## src/rtl/tcdm_pkg.sv

```systemverilog
// Shared types and helpers for the TCDM bank return path.
package tcdm_pkg;

   localparam int unsigned MaxBankLatency = 4;
   // Widest master index carried in flight; a bank adapter uses the low idx_width(NumIn) bits.
   localparam int unsigned MetaIdxW = 16;

   typedef struct packed {
      logic                valid;
      logic                wen;
      logic [MetaIdxW-1:0] idx;
   } tcdm_meta_t;

   function automatic int unsigned idx_width(input int unsigned n);
      return (n > 1) ? $clog2(n) : 1;
   endfunction

endpackage

```

## src/rtl/tcdm_resp_pipe.sv

```systemverilog
// Latency-matched shift register carrying per-access metadata from the
// SRAM request cycle to the cycle its read data or write ack is due.
module tcdm_resp_pipe
   import tcdm_pkg::*;
#(
   parameter int unsigned Depth = 1
) (
   input  logic       clk_i,
   input  logic       rst_ni,
   input  tcdm_meta_t meta_i,
   output tcdm_meta_t tail_o,
   output logic       busy_o
);

   tcdm_meta_t stage_q [Depth];

   // NOTE: the stage array is only a few bits per entry, so every entry is reset;
   // a dropped valid bit must never resurface after reset.
   always_ff @(posedge clk_i or negedge rst_ni) begin
      if (!rst_ni) begin
         for (int i = 0; i < Depth; i++) stage_q[i] <= '0;
      end else begin
         stage_q[0] <= meta_i;
         for (int i = 1; i < Depth; i++) stage_q[i] <= stage_q[i-1];
      end
   end

   always_comb begin
      busy_o = 1'b0;
      for (int i = 0; i < Depth; i++) busy_o = busy_o | stage_q[i].valid;
   end

   assign tail_o = stage_q[Depth-1];

endmodule

```

## src/rtl/tcdm_bank_adapter.sv

```systemverilog
// Per-bank adapter between the RR arbitration tree and one SRAM bank: request
// pass-through plus one-hot response routing. Define TCDM_BANK_ADAPTER_RESP_REG_EN to register the response outputs.
module tcdm_bank_adapter
   import tcdm_pkg::*;
#(
   parameter int unsigned  NumIn       = 32,
   parameter int unsigned  DataWidth   = 32,
   parameter int unsigned  AddrWidth   = 10,
   parameter int unsigned  BankLatency = 1,
   parameter bit           WriteResp   = 1'b1,
   localparam int unsigned IdxW        = idx_width(NumIn)
) (
   input  logic                   clk_i,
   input  logic                   rst_ni,
   input  logic                   req_i,
   output logic                   gnt_o,
   input  logic [IdxW-1:0]        idx_i,
   input  logic                   wen_i,
   input  logic [AddrWidth-1:0]   add_i,
   input  logic [DataWidth-1:0]   wdata_i,
   input  logic [DataWidth/8-1:0] be_i,
   output logic                   bank_req_o,
   output logic                   bank_we_o,
   output logic [AddrWidth-1:0]   bank_add_o,
   output logic [DataWidth-1:0]   bank_wdata_o,
   output logic [DataWidth/8-1:0] bank_be_o,
   input  logic                   bank_gnt_i,
   input  logic [DataWidth-1:0]   bank_rdata_i,
   output logic [NumIn-1:0]       rvalid_o,
   output logic [DataWidth-1:0]   rdata_o,
   output logic [IdxW-1:0]        ridx_o,
   output logic                   busy_o
);

   if (BankLatency < 1 || BankLatency > MaxBankLatency) begin : g_bad_latency
      $error("tcdm_bank_adapter: BankLatency %0d outside 1..%0d", BankLatency, MaxBankLatency);
   end
   if (IdxW > MetaIdxW) begin : g_bad_idx
      $error("tcdm_bank_adapter: NumIn %0d needs a wider in-flight index", NumIn);
   end

   localparam int unsigned CntW = $clog2(BankLatency + 2);

   logic            handshake;
   tcdm_meta_t      push_meta;
   tcdm_meta_t      tail;
   logic            pipe_busy;
   logic            tail_idx_ok;
   logic [CntW-1:0] inflight_q;

   logic [NumIn-1:0]     rvalid_d;
   logic [DataWidth-1:0] rdata_d;
   logic [IdxW-1:0]      ridx_d;

   // The arbiter advances its pointer on gnt_o, so a stalled bank holds the arbiter too.
   assign handshake    = req_i & bank_gnt_i;
   assign gnt_o        = handshake;
   assign bank_req_o   = req_i;
   assign bank_we_o    = wen_i;
   assign bank_add_o   = add_i;
   assign bank_wdata_o = wdata_i;
   assign bank_be_o    = be_i;

   always_comb begin
      push_meta       = '0;
      push_meta.valid = handshake;
      push_meta.wen   = wen_i;
      push_meta.idx   = MetaIdxW'(idx_i);
   end

   tcdm_resp_pipe #(
      .Depth (BankLatency)
   ) i_resp_pipe (
      .clk_i  (clk_i),
      .rst_ni (rst_ni),
      .meta_i (push_meta),
      .tail_o (tail),
      .busy_o (pipe_busy)
   );

   assign tail_idx_ok = tail.idx < MetaIdxW'(NumIn);

   // NOTE: every output of this block gets a default first, so no path leaves
   // a value held over and no latch is inferred.
   always_comb begin
      rvalid_d = '0;
      rdata_d  = '0;
      ridx_d   = '0;
      if (tail.valid && tail_idx_ok && (!tail.wen || WriteResp)) begin
         rvalid_d[tail.idx[IdxW-1:0]] = 1'b1;
         ridx_d                       = tail.idx[IdxW-1:0];
         if (!tail.wen) rdata_d = bank_rdata_i;
      end
   end

   always_ff @(posedge clk_i or negedge rst_ni) begin
      if (!rst_ni) begin
         inflight_q <= '0;
      end else if (handshake && !tail.valid) begin
         inflight_q <= inflight_q + CntW'(1);
      end else if (!handshake && tail.valid) begin
         inflight_q <= inflight_q - CntW'(1);
      end
   end

   inflight_overflow: assert property (@(posedge clk_i) disable iff (!rst_ni)
      inflight_q <= CntW'(BankLatency));

   idx_in_range: assert property (@(posedge clk_i) disable iff (!rst_ni)
      handshake |-> (32'(idx_i) < NumIn));

`ifdef TCDM_BANK_ADAPTER_RESP_REG_EN
   logic [NumIn-1:0]     rvalid_q;
   logic [DataWidth-1:0] rdata_q;
   logic [IdxW-1:0]      ridx_q;

   always_ff @(posedge clk_i or negedge rst_ni) begin
      if (!rst_ni) begin
         rvalid_q <= '0;
         rdata_q  <= '0;
         ridx_q   <= '0;
      end else begin
         rvalid_q <= rvalid_d;
         rdata_q  <= rdata_d;
         ridx_q   <= ridx_d;
      end
   end

   assign rvalid_o = rvalid_q;
   assign rdata_o  = rdata_q;
   assign ridx_o   = ridx_q;
   assign busy_o   = pipe_busy | (|rvalid_q);
`else
   assign rvalid_o = rvalid_d;
   assign rdata_o  = rdata_d;
   assign ridx_o   = ridx_d;
   assign busy_o   = pipe_busy;
`endif

endmodule

```

## config.mk

```make
export PLATFORM = sky130hd
export DESIGN_NAME = tcdm_bank_adapter
export DESIGN_NICKNAME = d
export VERILOG_FILES = /design/src/rtl/tcdm_pkg.sv /design/src/rtl/tcdm_resp_pipe.sv /design/src/rtl/tcdm_bank_adapter.sv
export SDC_FILE = /design/constraint.sdc
export NUM_CORES = 1
export LEC_CHECK = 0
export BUFFER_PORTS_ARGS = -buffer_cell sky130_fd_sc_hd__buf_2
export CAP_MARGIN = 30
export CORE_AREA = 2 2 80 82
export CTS_CLUSTER_SIZE = 25
export DETAILED_ROUTE_END_ITERATION = 12
export DIE_AREA = 0 0 82 84
export HOLD_SLACK_MARGIN = 0.1
export PLACE_DENSITY = 0.64
export SLEW_MARGIN = 0
export SYNTH_ARGS = -nofsm -noshare
export SYNTH_HDL_FRONTEND = slang
export SYNTH_SLANG_ARGS = --single-unit
```

## constraint.sdc

```tcl
create_clock -name clk_i -period 1.1 [get_ports clk_i]
set_input_delay 0.055 -clock clk_i [delete_from_list [all_inputs] [get_ports clk_i]]
set_output_delay 0.055 -clock clk_i [all_outputs]
set_load 0.02 [all_outputs]
```

==> metrics.md <==
| Metric | Value |
|---|---|
| Status | complete, but fails checks |
| Violated checks | setup timing |
| Final setup fails | 69 |
| Sequential cell area fraction in the yosys report | 0.165 |
| Die Wd | 82 um |
| RSZ-0062 raised after global routing | true |
| Final net count | 343 |
| Clk sinks | 7 |
| Num CTS Buffers | 3 |
| Synth Instances | 148 |
| Async SR Flop Fraction | 1.00 |
| H-tree lvl count | 1 |
| Pwr Total | 1.27 mW |
| Vias/cell | 4.04 |
| CP endpoint kind | output pin |
| Min Tclk post-route | 1570 ps |
| Vias in the first global route | 1,442 |
| N_diodes | 0 |
| Design Area, Final | 0.00276 mm^2 |
| Leak | 1.26 nW |
| Critical Path AT | 1520 ps |
| Number of synthesized flops with an enable pin | 0 |
| Count of cell types in the netlist | 15 |
| Layout cell share with drive strength beyond 1 | 0.917 |
| Global Route met1 Usage | 0.131 |
| CP Max Fanout | 4 |
| DR iter-0 viols | 15 |
| GP Congestion | 0.701 |
| Worst Setup Slack, final | -472 ps |
| Vias | 1,336 |
| Root Driver | clkbuf_8 |
| Initial core utilization | 0.174 |
| Synthesized flop and latch total | 7 |
| Placement-stage cell area | 0.00170 mm^2 |
| Count leader, synth | buf_4 |
| Initial antenna violation count | 0 |
| Final Max Slew Viols | 0 |
| First-pass GRT wire length | 6820 um |
| Setup_tns | -20,160 ps |
| Area of the core | 0.00610 mm^2 |
| Max_cap viols | 0 |
| Clk buf depth | 2 |
| Hold WS | 104 ps |
| GRT met3 Usage | 0.0400 |
| Post-synth top flop | dfrtp_1 |
| Clock transition at the registers of the reported paths | 40 ps |
| Startpoint types | register |
| Die area | 0.00689 mm^2 |
| CTS tree | yes |
| Max VDD drop | 290 uV |
| Yosys top cell by area | buf_4 |
| Drt drc | 0 |
| Most area-consuming cells after synthesis | buf_4 (34%), and2_1 (22%), dfrtp_1 (16%) |
| CP Class | register to output pin |
| Worst-margin pin slew | 323 ps |
| Yosys warns | 0 |
| PwrDens | 460 mW/mm^2 |
| Fmax achieved | 636 MHz |
| Mapped Nets | 236 |
| I/O Buffers | 114 |
| Routed len/inst | 13.4 um |
| Avg Inst Size Synth | 7.19 um^2 |
| Total GRT Usage | 0.125 |
| Final WL | 4430 um |
| GRT busiest layer | met2 |
| Final hold vios | 0 |
| Grt ovf | 0 |
| Commonest cells post-synth | buf_4 (48), and2_1 (38), nor2_1 (24), dfrtp_1 (7), nor3_1 (7) |
| DP HPWL | 3080 um |
| Synth top area share | 0.339 |
| FP Rows | 29 |
| Routed Antenna Nets | 0 |
| Largest net degree at the start of global routing | 9 |
| Area growth, synth to finish | 160% |
| Top Ports | 207 |
| Max-slew headroom | 0.784 |
| Period Utilization, post-route | 1.43 |
| Cell Area, Synth | 0.00106 mm^2 |
| Worst Path Required | 1040 ps |
| Worst Hold Class | input pin to register |
| M2 GR Usage | 0.222 |
| Die Height | 84 um |
| Pre-antenna DRT Iters | 2 |
[layout by cell type, fill, tap and decap left out, drive strengths merged]
cell,count
nand4,1
nor2,24
nor2b,1
nor3,8
nand2,2
or4b,1
clkbuf,4
nand4b,3
dlygate4sd3,8
nand4bb,3
and2,38
dfrtp,7
buf,150
nand2b,4
[final timing paths]
check | slack (ps) | from | cells after the start | end
setup / recovery | -470 | i_resp_pipe.tail_o[1]$_DFF_PN0_ | 3 | rvalid_o[0]
hold / removal | 100 | req_i | 2 | i_resp_pipe.busy_o$_DFF_PN0_
max in group asynchronous | 740 | rst_ni | 2 | i_resp_pipe.tail_o[3]$_DFF_PN0_
min in group asynchronous | 190 | rst_ni | 2 | i_resp_pipe.tail_o[2]$_DFF_PN0_
[through the flow]
step	util	setup WS, ps	cells
finish	0.453	-472	331
global route	0.453	-522	331
CTS	0.435	-464	330
detailed placement	0.279	-312	307
global placement	0.279	-287	307
floorplan	-	-211	148
[power by group]
group | internal [mW] | switching [mW] | total, mW
Combinational | 0.355 | 0.278 | 0.633
Clock | 0.250 | 0.0986 | 0.348
Sequential | 0.273 | 0.0167 | 0.290
[state kept, by name (all words and copies together) (netlist names)]
signal / cells
i_resp_pipe.busy_o: 1
i_resp_pipe.tail_o: 6
[logic make-up (layout without fill, tap and decap cells)]
logic type / count (synthesis) / in the layout / synth area share
DFF: 7 / 7 / 0.165
and+or+nand+nor: 85 / 85 / 0.462
buffers and inverters: 56 / 162 / 0.373
[critical path, stage by stage (launching register included)]
cell	delay [ps]
dfrtp_1	390
or4b_4	620
nor3_4	150
buf_6	140
[cell type report]
cell class | instances | area (um^2)
multi-input combinational | 85 | 915
timing repair buffer | 158 | 1530
clock buffer | 4 | 45.0
fill | 572 | 3330
tap | 77 | 96.3
sequential | 7 | 179
[timing repair]
action,in CTS,in global routing
setup buffers,9,3
setup endpoints to repair,69,69
gates resized for setup,209,31
cloned,3,0
pin swaps,48,12
hold buffers,8,0
endpoints found under the hold margin,14,0
[layer usage]
metal	wire [um]	vias up
li1	-	630
met1	1460	593
met2	2320	87
met3	447	26
met4	199	0
met5	0	-
Power figures use the tool's default switching activity.
